==> src/rtl/vga_queue_pkg.sv <==
// Shared definitions for the VGA write queue: output-stage FSM states,
// the VGA region base address and the NUL character.
// Optional feature macro used by the design: VGA_WORD_UNPACK_EN.
package vga_queue_pkg;

    // Output-stage states. UNPACK is only reachable with VGA_WORD_UNPACK_EN.
    typedef enum logic [1:0] {
        IDLE   = 2'd0,
        EMIT   = 2'd1,
        UNPACK = 2'd2
    } vga_state_e;

    // CPU stores at or above this address target the text buffer. The CPU
    // side strips it, so only the low ADDR_WIDTH bits reach the queue.
    localparam logic [31:0] VGA_BASE = 32'h0007_0000;

    localparam logic [7:0] NUL_CHAR = 8'h00;

endpackage

==> src/rtl/vga_write_queue_sync_fifo.sv <==
// Generic synchronous FIFO (module sync_fifo). DEPTH must be a power of 2 so
// the pointers wrap for free. Read data is the current head, shown without
// a pop. Writes to a full FIFO and reads from an empty one are ignored.
module sync_fifo #(
    parameter int DEPTH = 8,
    parameter int WIDTH = 45
) (
    input  logic                       clk,
    input  logic                       rst,
    input  logic                       push_en,
    input  logic [WIDTH-1:0]           wdata,
    input  logic                       pop_en,
    output logic [WIDTH-1:0]           rdata,
    output logic                       full,
    output logic                       empty,
    output logic [$clog2(DEPTH):0]     level
);

    localparam int PW = $clog2(DEPTH);
    localparam int LW = PW + 1;
    localparam logic [LW-1:0] FULL_LVL = LW'(DEPTH);

    logic [WIDTH-1:0] mem [DEPTH];
    logic [PW-1:0]    wr_ptr_q, wr_ptr_d;
    logic [PW-1:0]    rd_ptr_q, rd_ptr_d;
    logic [LW-1:0]    level_q, level_d;
    logic             wr, rd;

    assign full  = (level_q == FULL_LVL);
    assign empty = (level_q == '0);
    assign level = level_q;
    assign rdata = mem[rd_ptr_q];

    assign wr = push_en & ~full;
    assign rd = pop_en & ~empty;

    // Pointer and occupancy next-state; simultaneous push and pop keep level.
    always_comb begin
        wr_ptr_d = wr_ptr_q;
        rd_ptr_d = rd_ptr_q;
        level_d  = level_q;
        if (wr) wr_ptr_d = wr_ptr_q + PW'(1);
        if (rd) rd_ptr_d = rd_ptr_q + PW'(1);
        case ({wr, rd})
            2'b10:   level_d = level_q + LW'(1);
            2'b01:   level_d = level_q - LW'(1);
            default: level_d = level_q;
        endcase
    end

    // Pointer and level registers.
    always_ff @(posedge clk or negedge rst) begin
        if (!rst) begin
            wr_ptr_q <= '0;
            rd_ptr_q <= '0;
            level_q  <= '0;
        end else begin
            wr_ptr_q <= wr_ptr_d;
            rd_ptr_q <= rd_ptr_d;
            level_q  <= level_d;
        end
    end

    // Storage array; contents need no reset since the pointers gate reads.
    always_ff @(posedge clk) begin
        if (wr) mem[wr_ptr_q] <= wdata;
    end

endmodule

==> src/rtl/vga_write_queue.sv <==
// Elastic buffer between the CPU VGA store path and the text-RAM write port.
// Stores are queued in a FIFO and drained as character writes over a
// valid/ready handshake.
// Optional feature macro: VGA_WORD_UNPACK_EN -- expands each stored word into
// up to four characters (bytes 0..3, stopping at the first NUL after byte 0).
//
// state  | meaning
// IDLE   | no character pending; waits for the FIFO to go non-empty
// EMIT   | one character per entry presented; next entry popped on accept
// UNPACK | bytes of the FIFO head presented in turn; head popped after last
module vga_write_queue
    import vga_queue_pkg::*;
#(
    parameter int DEPTH      = 8,
    parameter int ADDR_WIDTH = 13,
    parameter int DATA_WIDTH = 32
) (
    input  logic                       clk,
    input  logic                       rst,
    input  logic                       push_en,
    input  logic [ADDR_WIDTH-1:0]      push_addr,
    input  logic [DATA_WIDTH-1:0]      push_data,
    output logic                       full,
    output logic                       empty,
    output logic [$clog2(DEPTH):0]     level,
    output logic                       overflow,
    output logic                       out_valid,
    input  logic                       out_ready,
    output logic [ADDR_WIDTH-1:0]      out_addr,
    output logic [7:0]                 out_char
);

    localparam int EW = ADDR_WIDTH + DATA_WIDTH;

    logic [EW-1:0]         head;
    logic [ADDR_WIDTH-1:0] head_addr;
    logic [DATA_WIDTH-1:0] head_data;
    logic                  fifo_empty;
    logic                  pop;

    vga_state_e            state_q, state_d;
    logic [ADDR_WIDTH-1:0] out_addr_q, out_addr_d;
    logic [7:0]            out_char_q, out_char_d;
    logic                  overflow_q;
    logic                  out_valid_c;

    sync_fifo #(
        .DEPTH (DEPTH),
        .WIDTH (EW)
    ) u_fifo (
        .clk     (clk),
        .rst     (rst),
        .push_en (push_en),
        .wdata   ({push_addr, push_data}),
        .pop_en  (pop),
        .rdata   (head),
        .full    (full),
        .empty   (fifo_empty),
        .level   (level)
    );

    assign head_addr = head[EW-1:DATA_WIDTH];
    assign head_data = head[DATA_WIDTH-1:0];

`ifdef VGA_WORD_UNPACK_EN
    logic [1:0]            idx_q, idx_d;
    logic [1:0]            next_idx;
    logic [7:0]            next_byte;

    assign next_idx  = idx_q + 2'd1;
    assign next_byte = head_data[{next_idx, 3'b000} +: 8];
`else
    // Upper store bits carry nothing in single-character mode.
    logic unused_hi;
    assign unused_hi = ^head_data[DATA_WIDTH-1:8];
`endif

    // Output-stage next state, FIFO pop and output register loads.
    always_comb begin
        state_d     = state_q;
        out_addr_d  = out_addr_q;
        out_char_d  = out_char_q;
        pop         = 1'b0;
        out_valid_c = 1'b0;
`ifdef VGA_WORD_UNPACK_EN
        idx_d       = idx_q;
`endif
        case (state_q)
            IDLE: begin
                if (!fifo_empty) begin
                    out_addr_d = head_addr;
                    out_char_d = head_data[7:0];
`ifdef VGA_WORD_UNPACK_EN
                    // Head stays queued until its last byte is accepted.
                    idx_d      = 2'd0;
                    state_d    = UNPACK;
`else
                    pop        = 1'b1;
                    state_d    = EMIT;
`endif
                end
            end
            EMIT: begin
                out_valid_c = 1'b1;
                if (out_ready) begin
                    if (!fifo_empty) begin
                        pop        = 1'b1;
                        out_addr_d = head_addr;
                        out_char_d = head_data[7:0];
                    end else begin
                        state_d = IDLE;
                    end
                end
            end
`ifdef VGA_WORD_UNPACK_EN
            UNPACK: begin
                out_valid_c = 1'b1;
                if (out_ready) begin
                    if (idx_q != 2'd3 && next_byte != NUL_CHAR) begin
                        idx_d      = next_idx;
                        out_addr_d = head_addr + ADDR_WIDTH'(next_idx);
                        out_char_d = next_byte;
                    end else begin
                        pop     = 1'b1;
                        state_d = IDLE;
                    end
                end
            end
`endif
            default: begin
                state_d = IDLE;
            end
        endcase
    end

    // Output-stage registers and the sticky overflow flag.
    always_ff @(posedge clk or negedge rst) begin
        if (!rst) begin
            state_q    <= IDLE;
            out_addr_q <= '0;
            out_char_q <= '0;
            overflow_q <= 1'b0;
        end else begin
            state_q    <= state_d;
            out_addr_q <= out_addr_d;
            out_char_q <= out_char_d;
            overflow_q <= overflow_q | (push_en & full);
        end
    end

`ifdef VGA_WORD_UNPACK_EN
    // Byte index within the word being unpacked.
    always_ff @(posedge clk or negedge rst) begin
        if (!rst) idx_q <= 2'd0;
        else      idx_q <= idx_d;
    end
`endif

    assign out_valid = out_valid_c;
    assign out_addr  = out_addr_q;
    assign out_char  = out_char_q;
    assign overflow  = overflow_q;
    assign empty     = fifo_empty && (state_q == IDLE);

endmodule

==> config.mk <==
export PLATFORM = sky130hd
export DESIGN_NAME = vga_write_queue
export DESIGN_NICKNAME = d
export VERILOG_FILES = /design/src/rtl/vga_queue_pkg.sv /design/src/rtl/vga_write_queue_sync_fifo.sv /design/src/rtl/vga_write_queue.sv
export SDC_FILE = /design/constraint.sdc
export NUM_CORES = 1
export LEC_CHECK = 0
export CAP_MARGIN = 10
export CORE_UTILIZATION = 35
export CTS_BUF_LIST = sky130_fd_sc_hd__clkbuf_2 sky130_fd_sc_hd__clkbuf_4 sky130_fd_sc_hd__clkbuf_8
export DETAILED_ROUTE_END_ITERATION = 16
export GPL_ROUTABILITY_DRIVEN = 0
export GPL_TIMING_DRIVEN = 0
export SLEW_MARGIN = 20
export SYNTH_ARGS = -nofsm -noshare
export SYNTH_HDL_FRONTEND = slang
export SYNTH_SLANG_ARGS = --single-unit
==> constraint.sdc <==
create_clock -name clk -period 6 [get_ports clk]
set_clock_uncertainty 0.05 [all_clocks]
set_input_delay 0.6 -clock clk [delete_from_list [all_inputs] [get_ports clk]]
set_output_delay 0.6 -clock clk [all_outputs]
set_load 0.01 [all_outputs]
# After elaboration in Yosys (flattened, before gate mapping)
# Memories as Yosys holds them, arrays and structs flattened.
# Index checks and enable logic that the tools add are counted.
dict set report classes {
  n_reduce_logical 7
  add_sub_neg 4
  mux 17
  n_eq_ne 7
  n_bitwise 6
}
# operator n
set op_table {}
lappend op_table {{two-way mux 13 bit} 2}
lappend op_table {{one-hot mux 13 bit (2 select lines)} 1}
lappend op_table {{two-way mux 8 bit} 2}
lappend op_table {{one-hot mux 8 bit (2 select lines)} 1}
lappend op_table {{one-hot mux 4 bit (2 select lines)} 1}
lappend op_table {{adder 3 x 1 -> 3 bit, second input constant} 2}
lappend op_table {{two-way mux 2 bit} 3}
lappend op_table {{inequality test 2 bit, second input constant} 3}
lappend op_table {{two-way mux 1 bit} 5}
lappend op_table {{adder 4 x 1 -> 4 bit, second input constant} 1}
lappend op_table {{equality test 2 x 1 -> 1 bit, second input constant} 2}
lappend op_table {{equality test 4 bit, second input constant} 1}
lappend op_table {{zero test 4 bit} 1}
lappend op_table {{one-hot mux 2 bit (2 select lines)} 1}
lappend op_table {{nonzero test 2 bit} 2}
lappend op_table {{subtractor 4 x 1 -> 4 bit, second input constant} 1}
lappend op_table {{AND 1 bit} 3}
lappend op_table {{AND reduction 3 bit} 1}
lappend op_table {{equality test 2 bit, second input constant} 1}
lappend op_table {{zero test 2 bit} 1}
lappend op_table {{NOT 1 bit} 2}
lappend op_table {{one-hot mux 1 bit (2 select lines)} 1}
lappend op_table {{AND reduction 2 bit} 1}
lappend op_table {{logical AND 1 bit} 1}
lappend op_table {{bitwise OR 1 bit} 1}
dict set report totals {
  inputBits 49
  ram_bits 360
  ff_bits 34
  n_memories 1
  output_inout_bits 29
}
# memory depth word_bits read_ports rd_clocked_by_memory_dff wr line
set mem_list {}
lappend mem_list {u_fifo.mem 8 45 1 0 1 vga_write_queue_sync_fifo.sv:23} ;# logic [WIDTH-1:0] mem [DEPTH];

# Longest topological paths before layout
# Gate-level depths: netlist (run 1).
dict set report logic_depth {
  word_depth 7
  depth_mapped 11
}

# Hierarchy
# Synthesis (run 1) repeated with hierarchy kept, for this count alone.
dict set report unflattened {
  hier_cells 640
  hier_area_um2 15459.8
}
# module cells_per_inst seq_area_each_um2 instances area_per_inst_um2
set by_module_without_submodules {}
lappend by_module_without_submodules {sync_fifo 587 11060.6 1 14497.7}
lappend by_module_without_submodules {vga_write_queue 53 575.6 1 962.2}

# Least setup slack after synthesis (run 1)
# Ideal clock, no wire load.
dict set report synth_timing {
  kind {register to register}
  startpoint {register u_fifo.level_q[1], in the netlist u_fifo.level[1]}
  endpoint {memory u_fifo.mem[0][0], enable pin}
  setup_ns 0.425
  period_less_slack_ns 2.962
  stages_incl_launch_ff 5
  arrival_time_ns 2.486
  path_buffers 0
  setup_slack_ns 3.038
  required_time_ns 5.525
  path_cell_list {dfrtp_1 -> nor4b_4 -> nor2b_2 -> nand2b_1 -> nor3_1}
}
dict set report synth_between {
  elab_chain_len 5
}
# item line
set synth_rtl {}
lappend synth_rtl {{start, declared} vga_write_queue_sync_fifo.sv:26} ;# logic [LW-1:0] level_q, level_d;
lappend synth_rtl {{start signal, assigned} vga_write_queue_sync_fifo.sv:60} ;# level_q <= level_d;
lappend synth_rtl {{equality test 4 bit} vga_write_queue_sync_fifo.sv:29} ;# assign full = (level_q == FULL_LVL);
lappend synth_rtl {{net full} vga_write_queue.sv:23} ;# output logic full,
lappend synth_rtl {{NOT 1 bit} vga_write_queue_sync_fifo.sv:34} ;# assign wr = push_en & ~full;
lappend synth_rtl {{AND 1 bit} vga_write_queue_sync_fifo.sv:34}
lappend synth_rtl {{two-way mux 1 bit} vga_write_queue_sync_fifo.sv:66} ;# if (wr) mem[wr_ptr_q] <= wdata;
lappend synth_rtl {{two-way mux 1 bit (implied by the code)} vga_write_queue_sync_fifo.sv:66}
lappend synth_rtl {{end, declared} vga_write_queue_sync_fifo.sv:23}
# The timed path passes the listed nets, and every way through them passes these cells.

# Worst setup path after layout (run 1)
dict set report layout_timing {
  startpoint {register u_fifo.level_q[1], in the netlist u_fifo.level[1]}
  endpoint {output port empty}
}
dict set report layout_between {
  elab_chain_len 2
}
# item line
set layout_rtl {}
lappend layout_rtl {{zero test 4 bit} vga_write_queue_sync_fifo.sv:30} ;# assign empty = (level_q == '0);
lappend layout_rtl {{logical AND 1 bit} vga_write_queue.sv:163} ;# assign empty = fifo_empty && (state_q == IDLE);
lappend layout_rtl {{end, declared} vga_write_queue.sv:24} ;# output logic empty,
# No other way between the ends.

==> results of run 1 <==
cells in the final DEF (no fill, tap or decap), types with 4 or more instances in the layout:
cell type,count
nor2_4,6
nand2b_1,4
xnor2_1,5
clkbuf_1,8
a22oi_1,42
buf_4,6
buf_16,4
dfrtp_1,33
clkdlybuf4s50_1,52
clkbuf_4,9
mux2i_1,84
buf_2,5
nand2_1,54
buf_6,9
nand3_1,5
ha_1,6
edfxtp_1,168
clkbuf_8,39
clkinv_2,5
nand3_2,18
routing by layer:
| layer | track usage | vias to the layer above | routed length [µm] | share of wire |
|---|---|---|---|---|
| met2 | 0.255 | 113 | 8320 | 0.49 |
| met1 | 0.198 | 2151 | 7710 | 0.45 |
| met3 | 0.0244 | 24 | 763 | 0.045 |
| met4 | 0.0409 | 0 | 297 | 0.017 |
| li1 | - | 2014 | - | - |
| met5 | 0 | - | 0 | 0 |
cell type report:
| class | instances | area, µm² | area share |
|---|---|---|---|
| flip-flops and latches | 201 | 5870 | 0.597 |
| multi-input cells | 247 | 1990 | 0.202 |
| repair buffers | 67 | 748 | 0.0760 |
| clock inverters | 10 | 100 | 0.0102 |
| plain buffers | 22 | 159 | 0.0161 |
| well taps | 280 | 350 | 0.0356 |
| inverters | 4 | 17.5 | 0.00178 |
| clock buffers | 48 | 604 | 0.0614 |
stage by stage:
step | setup WS [ps] | hold slack (ps)
floorplan | 3040 | 254
global placement | 1240 | 392
detailed placement | 3030 | 397
CTS | 3140 | 405
global route | 3070 | 423
finish | 3200 | 406
sequential cells by signal, summed over array words and instances (netlist names):
signal           flops
u_fifo.rd_ptr_q      3
u_fifo.wr_ptr_q      3
out_char             8
u_fifo.mem         168
state_q              1
u_fifo.level         4
overflow             1
out_addr            13
logic make-up (layout without fill, tap and decap cells):
group,Yosys count,in the layout,share of synthesized area
flops,201,201,0.735
fa+ha+maj,6,6,0.00940
compound gates,47,47,0.0458
buf+inv,26,151,0.0221
simple gates,101,101,0.0718
mux,85,85,0.107
xor+xnor,8,8,0.00878
what timing repair did:
item / in CTS / in global routing
hold buffers: 1 / 0
buffers inserted: 0 / 0
gates resized for setup: 0 / 0
hold endpoints to repair: 8 / 0
where the power goes:
group / total, W / internal, W / switching, W
clock: 0.00123 / 0.000727 / 0.000503
combinational: 0.00169 / 0.000738 / 0.000949
sequential: 0.00196 / 0.00181 / 0.000147
worst min path at each step:
stage	start	end	slack (ps)	cells after the start
2_1_floorplan	rst	out_addr[0]	250	0
3_3_place_gp	overflow	overflow	390	1
3_5_place_dp	overflow	overflow	400	1
4_1_cts	rst	out_char[5]	410	2
5_1_grt	overflow	overflow	420	1
6_report	overflow	overflow	410	1
==> flow_summary.toml, run 1 <==
[timing]
tightestPinTransition_ps = 731
min_period_over_period = 0.467
fmax_mhz = 357
rsz0062_at_grt = "false"
relSlewSlack = 0.513
finalCriticalPeriod_ps = 2800
setup_viol = 0
drv_slew = 0
fin_setup_tns_ps = 0
hold_viol_final = 0

[drt]
routed_wl_um = 17100
final_antenna_net_count = 0
first_pass_iters = 5
drc = 0
drt_iter0_markers = 269
vias = 4302
wl_per_cell_um = 19.4
avgViaCountPerCell = 4.89

[clock_tree]
clkTransAtPathRegs_ps = 60
cts-root-buf = "clkbuf_8"
clkSinkCount = 201
cts_tree = "yes"
cts_made_buffers = 31
htree_num_levels = 1
clockBufferDepth = 3
clock_latency_ps = 550

[setup_path]
worstPathArrival_ps = 2150
cp-start-kind = "register"
cp.buffers_inverters = 1
worstSetupEndpoint = "empty"
path_max_fanout = 8
crit_slowest_cell = "clkdlybuf4s50_1"
cpPeakStageDelay_ps = 520
r2r-end = "u_fifo.level[2]"
cp.required_ps = 5350
rr_startpoint = "u_fifo.level[1]"
reg2reg_depth = 11
crit_path_cell_trace = "nor4_4 -> ha_1 -> clkdlybuf4s50_1"
path_class = "register to output port"
path_delay_family = "buffers and inverters"
path_depth = 3
crit_start = "u_fifo.level[1]"
rrSetupSlack_ps = 3330
crit_path_end_kind = "output port"

[yosys]
synth_ff_type = "edfxtp_1"
synth_most_common_cell = "edfxtp_1"
synth_area_um2 = 7980
synthArstFlopShare = 0.164
synth-seq-cells = 201
yosysWarnings = 0
synth_edf_count = 168
yosys.area.top_type_share = 0.632
ys_types = 34
synth_cells = 474
synth_area_leaders = "edfxtp_1, mux2i_1, dfrtp_1, a22oi_1, nand2_1"
syn_avg_cell_area_um2 = 16.8
synth_common_cells = "edfxtp_1, mux2i_1, nand2_1"
synth_nets = 529
synth_largest_area_cell = "edfxtp_1"
ys_seq_area_frac = 0.735

[floorplan]
core_region_area_um2 = 22100
rows = 54
ios = 78
die_y_um = 153
dieArea_um2 = 23400
die_x_um = 153
start_util = 0.361

[placement]
placed_cell_area_um2 = 9130
dp_hpwl_um = 10900
io_buffers = 53
dp_cells = 820

[power]
peakVddDrop_v = 0.000258
p_per_area_nw_per_um2 = 495
p_leak_nw = 3.67
total_power_w = 0.00487

[final_layout]
finalNetCount = 629
num-fill-cells = 1903
postLayoutCellArea_um2 = 9840
fin_util = 0.445
finalNonFillerCells = 879
n_antenna_cell = 0
syn_to_final_growth_pct = 23.3
final_layout_size_suffix_gt1_frac = 0.195

[flow_run]
cap_violations = 0

[grt]
grt_overflow_total = 0
grt_start_max_net_pins = 26
antenna_found_initial = 0
grt_pass1_wl_um = 26300
grt_pass1_vias = 4533
gr-usage-all-layers = 0.150

[run_status]
outcome = "complete, no violations"

[min_path]
hold_path_class = "register to register"
No activity file was read; power rests on OpenSTA's default activity.
==> inputs of run 2 (changes only) <==
==> constraint.sdc (replaced) <==
create_clock -name clk -period 2.9 [get_ports clk]
set_clock_uncertainty 0.05 [all_clocks]
set_input_delay 0.29 -clock clk [delete_from_list [all_inputs] [get_ports clk]]
set_output_delay 0.29 -clock clk [all_outputs]
set_load 0.01 [all_outputs]
==> flow_summary.toml, run 2 (synthesis results as in run 1) <==
[setup_path]
path_max_fanout = 11
cp.required_ps = 3220
path_class = "register to register"
worstPathArrival_ps = 2950
rrSetupSlack_ps = 270
crit_path_end_kind = "register"
cp-start-kind = "register"

[timing]
hold_slack_ps = 140
fin_ws_ps = 271
finalCriticalPeriod_ps = 2630
min_period_over_period = 0.907
tightestPinTransition_ps = 772
hold_viol_final = 0
fmax_mhz = 380
setup_viol = 0
drv_slew = 0
rsz0062_at_grt = "false"
relSlewSlack = 0.485

[final_layout]
final_layout_size_suffix_gt1_frac = 0.195
num-fill-cells = 1895
n_antenna_cell = 0
layout_common_cells = "edfxtp_1, mux2i_1, nand2_1"
finalNetCount = 629
finalNonFillerCells = 881
seqCellArea_um2 = 5870
syn_to_final_growth_pct = 23.6
largest_reg_flops = 168
multi_input_area_um2 = 2000
top_register = "u_fifo.mem"
fin_util = 0.446
final_common_cell = "edfxtp_1"

[clock_tree]
clkTransAtPathRegs_ps = 60
cts_made_buffers = 35
cts_tree = "yes"
cts-root-buf = "clkbuf_8"
clkSinkCount = 201
clock_latency_ps = 510
htree_num_levels = 2
clockBufferDepth = 3
post_cts_buffers = 0
cts_resized = 0

[grt]
grt_pass1_vias = 4568
grt_start_max_net_pins = 27
gr-usage-all-layers = 0.153
antenna_found_initial = 0
grt_overflow_total = 0
grt_pass1_wl_um = 26700

[drt]
wl_per_cell_um = 19.7
avgViaCountPerCell = 4.93
drt_iter0_markers = 322
first_pass_iters = 4
drc = 0
final_antenna_net_count = 0
vias = 4346
routed_wl_um = 17300

[power]
total_power_w = 0.0101
peakVddDrop_v = 0.000416
p_per_area_nw_per_um2 = 1020
p_leak_nw = 3.66

[floorplan]
core_region_area_um2 = 22100
die_y_um = 153
start_util = 0.361
dieArea_um2 = 23400
rows = 54
ios = 78
die_x_um = 153

[placement]
dp_cells = 816
dp_hpwl_um = 10800
io_buffers = 53
post-place-ws_ps = 241

[flow_run]
cap_violations = 0

[min_path]
hold_path_class = "input port to asynchronous set/reset pin"

[run_status]
outcome = "complete, no violations"
==> run 2: routing by layer <==
metal  up-vias  share of wire  track usage
li1       2023              -            -
met1      2169           0.44        0.203
met2       123           0.48        0.247
met3        31          0.058       0.0343
met4         0          0.022       0.0534
met5         -              0            0
==> run 2: path summary, 6_finish.rpt <==
kind,start,endpoint,cells past startpoint
max,u_fifo.level[1],u_fifo.level[2],11
min,rst,out_addr[5],2
max reg2reg,u_fifo.level[1],u_fifo.level[2],11
min reg2reg,overflow,overflow,1
max in group asynchronous,rst,u_fifo.rd_ptr_q[0],3
min in group clk,push_en,overflow,2
==> run 2: critical path: stages, from the launching register on <==
cell and delay, ps:
dfrtp_1 510, nor4_4 370, a21o_4 190, inv_4 70, buf_6 170, ha_1 280
xor2_1 170, ha_1 190, a21oi_1 140, xor2_1 160, nor2_1 60, xor2_1 150
==> run 2: repair_timing <==
action	4_1_cts	5_1_grt
setup endpoints to repair	0	0
hold buffers	1	0
endpoints found under the hold margin	33	0
==> run 2: metrics by stage <==
step                TNS, ps  instance area [µm²]
floorplan                 0                 7990
global placement     -89940                 8870
detailed placement        0                 9140
CTS                       0                 9860
global route              0                 9860
finish                    0                 9860
==> run 2: power by group <==
part           switching [W]  total, W  internal (W)
clock network        0.00109   0.00255       0.00146
registers           0.000322   0.00407       0.00375
logic                0.00195   0.00348       0.00153
total                0.00336    0.0101       0.00674
==> run 2: final cells by class <==
class / count / area share
Clock inverter: 9 / 0.00495
Timing Repair Buffer: 63 / 0.0761
Tap cell: 280 / 0.0355
Multi-Input combinational cell: 247 / 0.203
Inverter: 4 / 0.00178
Clock buffer: 55 / 0.0672
Sequential cell: 201 / 0.595
Buffer: 22 / 0.0161
